$ cat src/rtl/fa_cell.sv
// fa_cell: registered WIDTH-bit full-adder slice for ripple-carry chains.
// Computes {cout, sum} = a + b + cin and presents it one clock after a valid
// input. Inter-slice carries are registered, so chained slices must be fed
// with operands skewed by one cycle per slice.
// Optional feature macro: FA_CELL_PG_EN adds registered propagate (p = a ^ b)
// and generate (g = a & b) outputs for external carry-lookahead logic.

module fa_cell #(
    parameter int WIDTH = 1
) (
    input  logic             clk,
    input  logic             rst,
    input  logic [WIDTH-1:0] a,
    input  logic [WIDTH-1:0] b,
    input  logic             cin,
    input  logic             in_valid,
    output logic [WIDTH-1:0] sum,
    output logic             cout,
`ifdef FA_CELL_PG_EN
    output logic             out_valid,
    output logic [WIDTH-1:0] p,
    output logic [WIDTH-1:0] g
`else
    output logic             out_valid
`endif
);

    // Full-width result: the extra top bit is the carry-out, so nothing is
    // truncated before the carry is taken.
    logic [WIDTH:0] full_sum;

    assign full_sum = {1'b0, a} + {1'b0, b} + {{WIDTH{1'b0}}, cin};

    // Result registers: reset clears everything and wins over in_valid; a
    // valid input loads a new result, otherwise the last result is held.
    always_ff @(posedge clk) begin
        if (rst) begin
            sum       <= '0;
            cout      <= 1'b0;
            out_valid <= 1'b0;
        end else begin
            out_valid <= in_valid;
            if (in_valid) begin
                sum  <= full_sum[WIDTH-1:0];
                cout <= full_sum[WIDTH];
            end
        end
    end

`ifdef FA_CELL_PG_EN
    // Propagate/generate registers follow the same load/hold/reset rules as sum.
    always_ff @(posedge clk) begin
        if (rst) begin
            p <= '0;
            g <= '0;
        end else if (in_valid) begin
            p <= a ^ b;
            g <= a & b;
        end
    end
`endif

endmodule

$ cat config.mk
export PLATFORM = sky130hd
export DESIGN_NAME = fa_cell
export DESIGN_NICKNAME = d
export VERILOG_FILES = /design/src/rtl/fa_cell.sv
export SDC_FILE = /design/constraint.sdc
export NUM_CORES = 1
export LEC_CHECK = 0
export ABC_CLOCK_PERIOD_IN_PS = 890
export BUFFER_PORTS_ARGS = -buffer_cell sky130_fd_sc_hd__buf_2
export CORE_AREA = 10 10 47 49
export DETAILED_ROUTE_END_ITERATION = 7
export DIE_AREA = 0 0 57 59
export PLACE_DENSITY = 0.3
export SYNTH_ARGS = -nofsm -noshare
export SYNTH_HDL_FRONTEND = slang
export SYNTH_SLANG_ARGS = --single-unit
$ cat constraint.sdc
create_clock -name clk -period 0.89 [get_ports clk]
set_input_delay 0.1335 -clock clk [delete_from_list [all_inputs] [get_ports clk]]
set_output_delay 0.1335 -clock clk [all_outputs]
set_load 0.1 [all_outputs]
# After elaboration in Yosys (flattened, before gate mapping)
# Cells that the tools add are included.
# totals
ff_bits	3
input_bits	6
# op_classes
addsub	2
# op_table
op	count
adder 1 x 1 -> 2 bit	1
adder 2 x 1 -> 2 bit	1

# Longest topological paths before layout
# Gate-level depths: netlist of run 1.
# depth
word_depth	2
mapped_depth	3

# Worst setup path before layout of run 1
# OpenSTA, ideal clock, no wires.
# synth_path
path_type	register to register
startpoint	register cout (netlist name)
endpoint	register cout
setup_time_ns	0.067
t_arrival_ns	1.173
setup_slack_ns	-0.350
stages_incl_launch_ff	3
n_path_buf	0
period_less_slack_ns	1.240
cell_sequence	dfxtp_1 mux2i_1 nor2_1
# synth_lines
element	line	rtl
to (signal assigned)	45	cout <= full_sum[WIDTH];
to (decl)	18	output logic cout,

# Final worst setup path of run 1
# layout_path
startpoint	register cout
endpoint	output port cout
# No word-level cell between the ends.

==> out/metrics.csv, run 1 <==
metric;value;unit
synthCells;9;
grt_overflow;0;
crit_buf_inv;1;
start_util;0.08125;
wl_per_cell;9.079;um
vias;106;
path_class;flip-flop to output port;
synth_seq_area_share;0.5275;
cts-resized-gates;0;
power;551.3;uW
postCtsSetupBuffers;1;
crit_chain;buf_12;
area_delta_synth_final;127.5;%
yosysUniqueCellTypes;5;
powerDensity;2129;nW/um^2
grt_pass1_wl;579;um
synthTopCellsByArea;dfxtp_1 (53%), fa_1 (18%), mux2i_1 (18%);
worstPathRequired;0.76;ns
drive_gt1_frac;0.6818;
setup_ws;-0.0002117;ns
diodes;0;
slew_headroom;0.9182;
cts_hold_buf;0;
drv_cap;0;
yosys-top-cells-count;dfxtp_1 (3), mux2i_1 (2), nor2_1 (2);
antenna_left;0;
grt_use_total;0.02721;
die_h;59;um
violations;negative setup slack;
synth_area;113.9;sq um
placementRows;14;
slowest_delay;0.34;ns
async_flop_share;0;
die-area;3363;sq um
power.leakage;0.1168;nW
synth-seq-cells;3;
fill_cells;171;
ir_drop;0.0005955;V
post-route-period-util;1.000;
root_buffer;clkbuf_4;
cts_tree;built;
coreArea;1401;sq um
yosys.area.top_type_share;0.5275;
dr.pass1.iters;1;
tightest_slew;0.1193;ns
cp.arrival;0.76;ns
clock_path_buffers;2;
drc;0;
critPathSlowestCell;dfxtp_2;
synth_fp_nets;16;
clock.fmax;1.123;GHz
yosysMostFrequentCell;dfxtp_1;
ios;9;
die_x;57;um
yosys_warnings;0;
cts_buffers;3;
rsz0062_at_grt;true;
first_iter_violations;0;
crit_path_end_kind;output port;
fin_nets;30;
worstSkewPairLatency;0.23;ns
synth_enable_flop_cells;0;
synth_area_leader_cell;dfxtp_1;
crit_family;flip-flops;
fin_cells;38;
port_buffers;8;
dp.cells;33;
clk_pin_slew_worst_paths;0.04;ns
finalMaxSlewViolations;0;
synth_ff_type;dfxtp_1;
avgSynthCellArea;12.65;sq um
antenna_found_initial;0;
status;finished with violations;
cts.sinks;3;
grt_max_degree;4;
globalplace.congestion;0.5208;
finalWirelength;345;um
setup_viol;1;
path_max_fanout;2;
grt_pass1_vias;135;
fin_skew;0;ns
vias_per_cell;2.789;
min_period;0.8902;ns
cts-htree-levels;1;
cp-start-kind;flip-flop;
min_path_type;input port to flip-flop;
hold_viol;0;
layout make-up:
class / instances / area [sq um] / share of cell area
Tap cell: 16 / 20.02 / 0.07729
Timing Repair Buffer: 9 / 92.59 / 0.3575
Clock buffer: 4 / 26.28 / 0.1014
Sequential cell: 3 / 66.31 / 0.2560
Multi-Input combinational cell: 6 / 53.80 / 0.2077
worst paths after layout:
check	startpoint	end	slack, ns	cells after the start
min reg2reg	cout$_SDFFE_PP0P_	cout$_SDFFE_PP0P_	0.52	2
min	rst	sum$_SDFFE_PP0P_	0.09	2
max reg2reg	sum$_SDFFE_PP0P_	sum$_SDFFE_PP0P_	0.16	3
max	cout$_SDFFE_PP0P_	cout	-0.0002	1
logic make-up after synthesis:
| family | Yosys count | synth area share |
|---|---|---|
| flops | 3 | 0.5275 |
| simple gates | 3 | 0.1209 |
| mux | 2 | 0.1758 |
| fa+ha+maj | 1 | 0.1758 |
metrics by stage:
stage,TNS (ns),instance area (sq um),setup WS [ns],hold WS [ns],util
3_3_place_gp,-0.1857,225.2,-0.1195,0.3269,0.1607
4_1_cts,-0.02345,259.0,-0.01603,0.07160,0.1848
2_1_floorplan,-0.03178,120.1,-0.03178,0.1962,-
3_5_place_dp,-0.1972,225.2,-0.1247,0.3276,0.1607
5_1_grt,-0.05886,259.0,-0.03689,0.08095,0.1848
6_report,-0.0002117,259.0,-0.0002117,0.08752,0.1848
registers in the layout (all words and copies together) (netlist names):
register   count
out_valid      1
cout           1
sum            1
cell usage in the layout (no fill, tap or decap):
| cell type | Yosys | final |
|---|---|---|
| buf_2 | 0 | 5 |
| mux2i_1 | 2 | 2 |
| nor2_1 | 2 | 2 |
| fa_1 | 1 | 1 |
| buf_4 | 0 | 1 |
| clkbuf_1 | 0 | 1 |
| nor2b_1 | 1 | 1 |
| dfxtp_2 | 0 | 2 |
| dfxtp_4 | 0 | 1 |
| clkbuf_4 | 0 | 3 |
| buf_12 | 0 | 3 |
power breakdown:
| part | internal [mW] | total [mW] | switching [mW] |
|---|---|---|---|
| clock network | 0.168 | 0.243 | 0.0743 |
| logic | 0.0609 | 0.153 | 0.0922 |
| registers | 0.146 | 0.155 | 0.00908 |
per-layer routing:
metal / share of wire / track usage / wire length [um] / up-vias
met2: 0.24 / 0.01860 / 82 / 9
met4: 0 / 0.03020 / 0 / 0
met1: 0.57 / 0.02728 / 198 / 42
li1: - / - / - / 55
met5: 0 / 0 / 0 / -
met3: 0.19 / 0.04077 / 64 / 0
No activity file was read; power rests on OpenSTA's default activity.
==> run 2: changes to the inputs <==
--- a/config.mk
+++ b/config.mk
@@ -8,6 +8,7 @@
 export ABC_CLOCK_PERIOD_IN_PS = 890
 export BUFFER_PORTS_ARGS = -buffer_cell sky130_fd_sc_hd__buf_2
 export CORE_AREA = 10 10 47 49
+export CTS_BUF_LIST = sky130_fd_sc_hd__clkbuf_8 sky130_fd_sc_hd__clkbuf_16
 export DETAILED_ROUTE_END_ITERATION = 7
 export DIE_AREA = 0 0 57 59
 export PLACE_DENSITY = 0.3
==> run 2 against run 1 <==
Against the previous run: the run now ends clean; highest routed layer is now met4; global-route usage hardly changed; clock-buffer cell count down 1; critical path type unchanged; final area increased by 4.3%.
==> out/metrics.csv, run 2 (same netlist as run 1, synthesis figures left out) <==
metric;value;unit
cts_buffers;3;
crit_buf_inv;1;
layout_common_cells;buf_2 (5), clkbuf_8 (3), buf_12 (3);
grt_pass1_vias;134;
grt_pass1_wl;593;um
fill_cells;169;
placed_area;225.2;sq um
die_h;59;um
die-area;3363;sq um
cts_hold_buf;0;
cts-resized-gates;0;
placementRows;14;
postCtsSetupBuffers;0;
post-route-util;0.1929;
crit_chain;buf_12;
drive_gt1_frac;0.6667;
final_common_cell;buf_2;
crit_family;flip-flops;
pwr-share-seq;0.227;
vias_per_cell;2.892;
tightest_slew;0.1193;ns
diodes;0;
crit_path_end_kind;output port;
finalWirelength;349;um
grt_use_total;0.02765;
fin_skew;0;ns
reg_top3;cout (1), out_valid (1), sum (1);
power.leakage;0.1235;nW
wl_per_cell;9.432;um
cts.sinks;3;
vias;107;
coreArea;1401;sq um
port_buffers;8;
cp-start-kind;flip-flop;
die_x;57;um
setup_viol;0;
drc;0;
powerDensity;2548;nW/um^2
status;finished clean;
path_class;flip-flop to output port;
setup_ws;0.02068;ns
clockPowerShare;0.559;
finalMaxSlewViolations;0;
place_ws;-0.1247;ns
grt_overflow;0;
ios;9;
drv_cap;0;
path_max_fanout;2;
worstPathRequired;0.76;ns
p_comb_frac;0.213;
cp.arrival;0.74;ns
finish.instance_area;270.3;sq um
worstSkewPairLatency;0.22;ns
hold_viol;0;
globalplace.congestion;0.5208;
ir_drop;0.0007794;V
post-route-period-util;0.9768;
antenna_left;0;
clock_path_buffers;2;
grt_max_degree;4;
cts-htree-levels;1;
area_delta_synth_final;137.4;%
slew_headroom;0.9182;
first_iter_violations;1;
intPower;496.8;uW
critPathSlowestCell;dfxtp_2;
min_path_type;input port to flip-flop;
start_util;0.08125;
clock.fmax;1.150;GHz
power_switching;191.9;uW
antenna_found_initial;0;
cts_tree;built;
clk_pin_slew_worst_paths;0.03;ns
rsz0062_at_grt;true;
fin_nets;29;
root_buffer;clkbuf_8;
slowest_delay;0.34;ns
switching_share;0.2787;
dr.pass1.iters;2;
min_period;0.8693;ns
## run 2: cell type report
type / count / area, sq um / area share
flip-flops and latches: 3 / 66.31 / 0.2454
multi-input cells: 6 / 53.80 / 0.1991
repair buffers: 8 / 85.08 / 0.3148
well taps: 16 / 20.02 / 0.07407
clock buffers: 3 / 41.29 / 0.1528
clock inverters: 1 / 3.754 / 0.01389
## run 2: through the flow
stage	setup TNS, ns	std cells	hold slack [ns]	total power, mW
floorplan	-0.03178	9	0.1962	0.2401
global placement	-0.1857	33	0.3269	0.3053
detailed placement	-0.1972	33	0.3276	0.3062
CTS	0	37	0.09839	0.7050
global route	-0.009354	37	0.1071	0.7286
finish	0	37	0.1023	0.6886
## run 2: layer usage
layer,share of wire,wire (um),up-vias,global-route usage
met5,0,0,-,0
met3,0.20,71,2,0.04077
met1,0.55,193,41,0.02847
met2,0.21,73,11,0.01860
li1,-,-,53,-
met4,0.029,10,0,0.03020
## run 2: final timing paths
path | from | end | slack [ns] | cells after the start
setup / recovery | cout$_SDFFE_PP0P_ | cout | 0.02 | 1
hold / removal | rst | sum$_SDFFE_PP0P_ | 0.10 | 2
hold reg to reg | sum$_SDFFE_PP0P_ | sum$_SDFFE_PP0P_ | 0.52 | 2
setup reg to reg | sum$_SDFFE_PP0P_ | sum$_SDFFE_PP0P_ | 0.27 | 2
## run 2: power by group through the flow
stage          Clock (mW)  Sequential [mW]  Combinational [mW]
2_1_floorplan           0            0.224              0.0163
3_3_place_gp            0            0.158               0.147
3_5_place_dp            0            0.158               0.148
4_1_cts             0.400            0.157               0.148
5_1_grt             0.416            0.158               0.155
6_report            0.385            0.157               0.147
==> run 3: changes to the inputs <==
--- a/config.mk
+++ b/config.mk
@@ -12,6 +12,7 @@
 export DETAILED_ROUTE_END_ITERATION = 7
 export DIE_AREA = 0 0 57 59
 export PLACE_DENSITY = 0.3
+export SETUP_SLACK_MARGIN = 0.3
 export SYNTH_ARGS = -nofsm -noshare
 export SYNTH_HDL_FRONTEND = slang
 export SYNTH_SLANG_ARGS = --single-unit
==> run 3 against run 2 <==
Against the previous run: sequential share of layout area down 0.59 points; clock power down 3%; die area unchanged; sequential power down 3%; final cell count up 2.7%; final area up 10%; combinational power up 8%; utilization up 2.0 points; critical path type unchanged; largest power group unchanged; highest routed layer is now met3.
==> out/metrics.csv, run 3 (same netlist as run 1, synthesis figures left out) <==
metric;value;unit
diodes;0;
cts_hold_buf;0;
placed_area;230.2;sq um
worstSkewPairLatency;0.21;ns
clock.fmax;1.159;GHz
grt_max_degree;4;
post-route-period-util;0.9697;
die_x;57;um
grt_pass1_vias;141;
tightest_slew;0.1281;ns
cp.arrival;0.73;ns
power_switching;182.8;uW
fin_skew;0;ns
layout_common_cells;clkbuf_8 (3), dfxtp_4 (3), buf_2 (3), buf_12 (3);
rsz0062_at_grt;true;
coreArea;1401;sq um
fill_cells;162;
cts_tree;built;
finalMaxSlewViolations;0;
start_util;0.08125;
intPower;503.4;uW
critPathSlowestCell;dfxtp_4;
crit_start;cout$_SDFFE_PP0P_;
clockPowerShare;0.545;
antenna_found_initial;0;
crit_path_end_kind;output port;
slowest_delay;0.35;ns
cp-start-kind;flip-flop;
grt_use_total;0.02675;
setup_ws;0.02693;ns
vias_per_cell;2.895;
fin_nets;30;
antenna_left;0;
powerDensity;2304;nW/um^2
pwr-share-seq;0.223;
clk_pin_slew_worst_paths;0.03;ns
worstPathRequired;0.76;ns
p_comb_frac;0.232;
grt_pass1_wl;586;um
reg_top3;cout (1), out_valid (1), sum (1);
min_path_type;input port to flip-flop;
globalplace.congestion;0.6026;
wl_per_cell;9.316;um
cts-htree-levels;1;
setup_viol;0;
port_buffers;8;
drc;0;
grt_overflow;0;
hold_viol;0;
power.leakage;0.1327;nW
path_max_fanout;2;
place_ws;-0.1202;ns
placementRows;14;
crit_family;flip-flops;
ir_drop;0.0009145;V
min_period;0.8631;ns
finish.instance_area;297.8;sq um
crit_chain;buf_12;
root_buffer;clkbuf_8;
min_from;rst;
ios;9;
die_h;59;um
slew_headroom;0.9122;
area_delta_synth_final;161.5;%
dr.pass1.iters;1;
drv_cap;0;
clock_path_buffers;2;
cts_buffers;3;
vias;110;
cts.sinks;3;
drive_gt1_frac;0.7273;
die-area;3363;sq um
worst_r2r_startpoint;sum$_SDFFE_PP0P_;
status;finished clean;
path_class;flip-flop to output port;
switching_share;0.2664;
finalWirelength;354;um
crit_buf_inv;1;
first_iter_violations;0;
[run 3: cell types whose count changed in the layout (fill, tap and decap cells not counted)]
| cell | change |
|---|---|
| buf_6 | +2 |
| dfxtp_2 | -2 |
| buf_2 | -2 |
| fa_2 | +1 |
| dfxtp_4 | +2 |
| buf_4 | +1 |
| fa_1 | -1 |
[run 3: worst paths after layout]
kind         cells after the start                    to  slack, ns
max                              1                  cout       0.03
min reg2reg                      2     cout$_SDFFE_PP0P_       0.52
max reg2reg                      3      sum$_SDFFE_PP0P_       0.16
min                              2  out_valid$_SDFF_PP0_       0.11
[run 3: cell type report]
type                            count  area [sq um]  share of cell area
Timing Repair Buffer                9         105.1              0.3529
Tap cell                           16         20.02             0.06723
Sequential cell                     3         71.32              0.2395
Multi-Input combinational cell      6         56.30              0.1891
Clock inverter                      1         3.754             0.01261
Clock buffer                        3         41.29              0.1387
[run 3: metal layers]
layer | share of wire | GRT usage | vias up
met4 | 0 | 0.01007 | 0
met1 | 0.33 | 0.01773 | 44
met2 | 0.41 | 0.03101 | 9
met5 | 0 | 0 | -
li1 | - | - | 57
met3 | 0.26 | 0.05150 | 0
[run 3: power by group through the flow]
stage | logic, mW | clock network [mW] | registers (mW)
after CTS | 0.157 | 0.387 | 0.153
after detailed placement | 0.147 | 0 | 0.156
after global routing | 0.169 | 0.407 | 0.154
final | 0.159 | 0.374 | 0.153
after global placement | 0.147 | 0 | 0.155
after floorplan | 0.0162 | 0 | 0.221
[run 3: repair_timing]
action | 4_1_cts | 5_1_grt
hold endpoints to repair | 0 | 0
buffers inserted | 1 | 0
endpoints found under the setup margin | 5 | 5
resized for setup | 2 | 1
pin swaps | 2 | 2
[run 3: per-stage QoR]
step	utilization	power (mW)	instances	setup TNS, ns	hold WS (ns)
final	0.2125	0.6862	38	0	0.1076
after global routing	0.2125	0.7299	38	0	0.1171
after CTS	0.2080	0.6977	38	0	0.1017
after detailed placement	0.1643	0.3023	33	-0.1973	0.3272
after global placement	0.1643	0.3018	33	-0.1790	0.3203
after floorplan	-	0.2370	9	0	0.1954
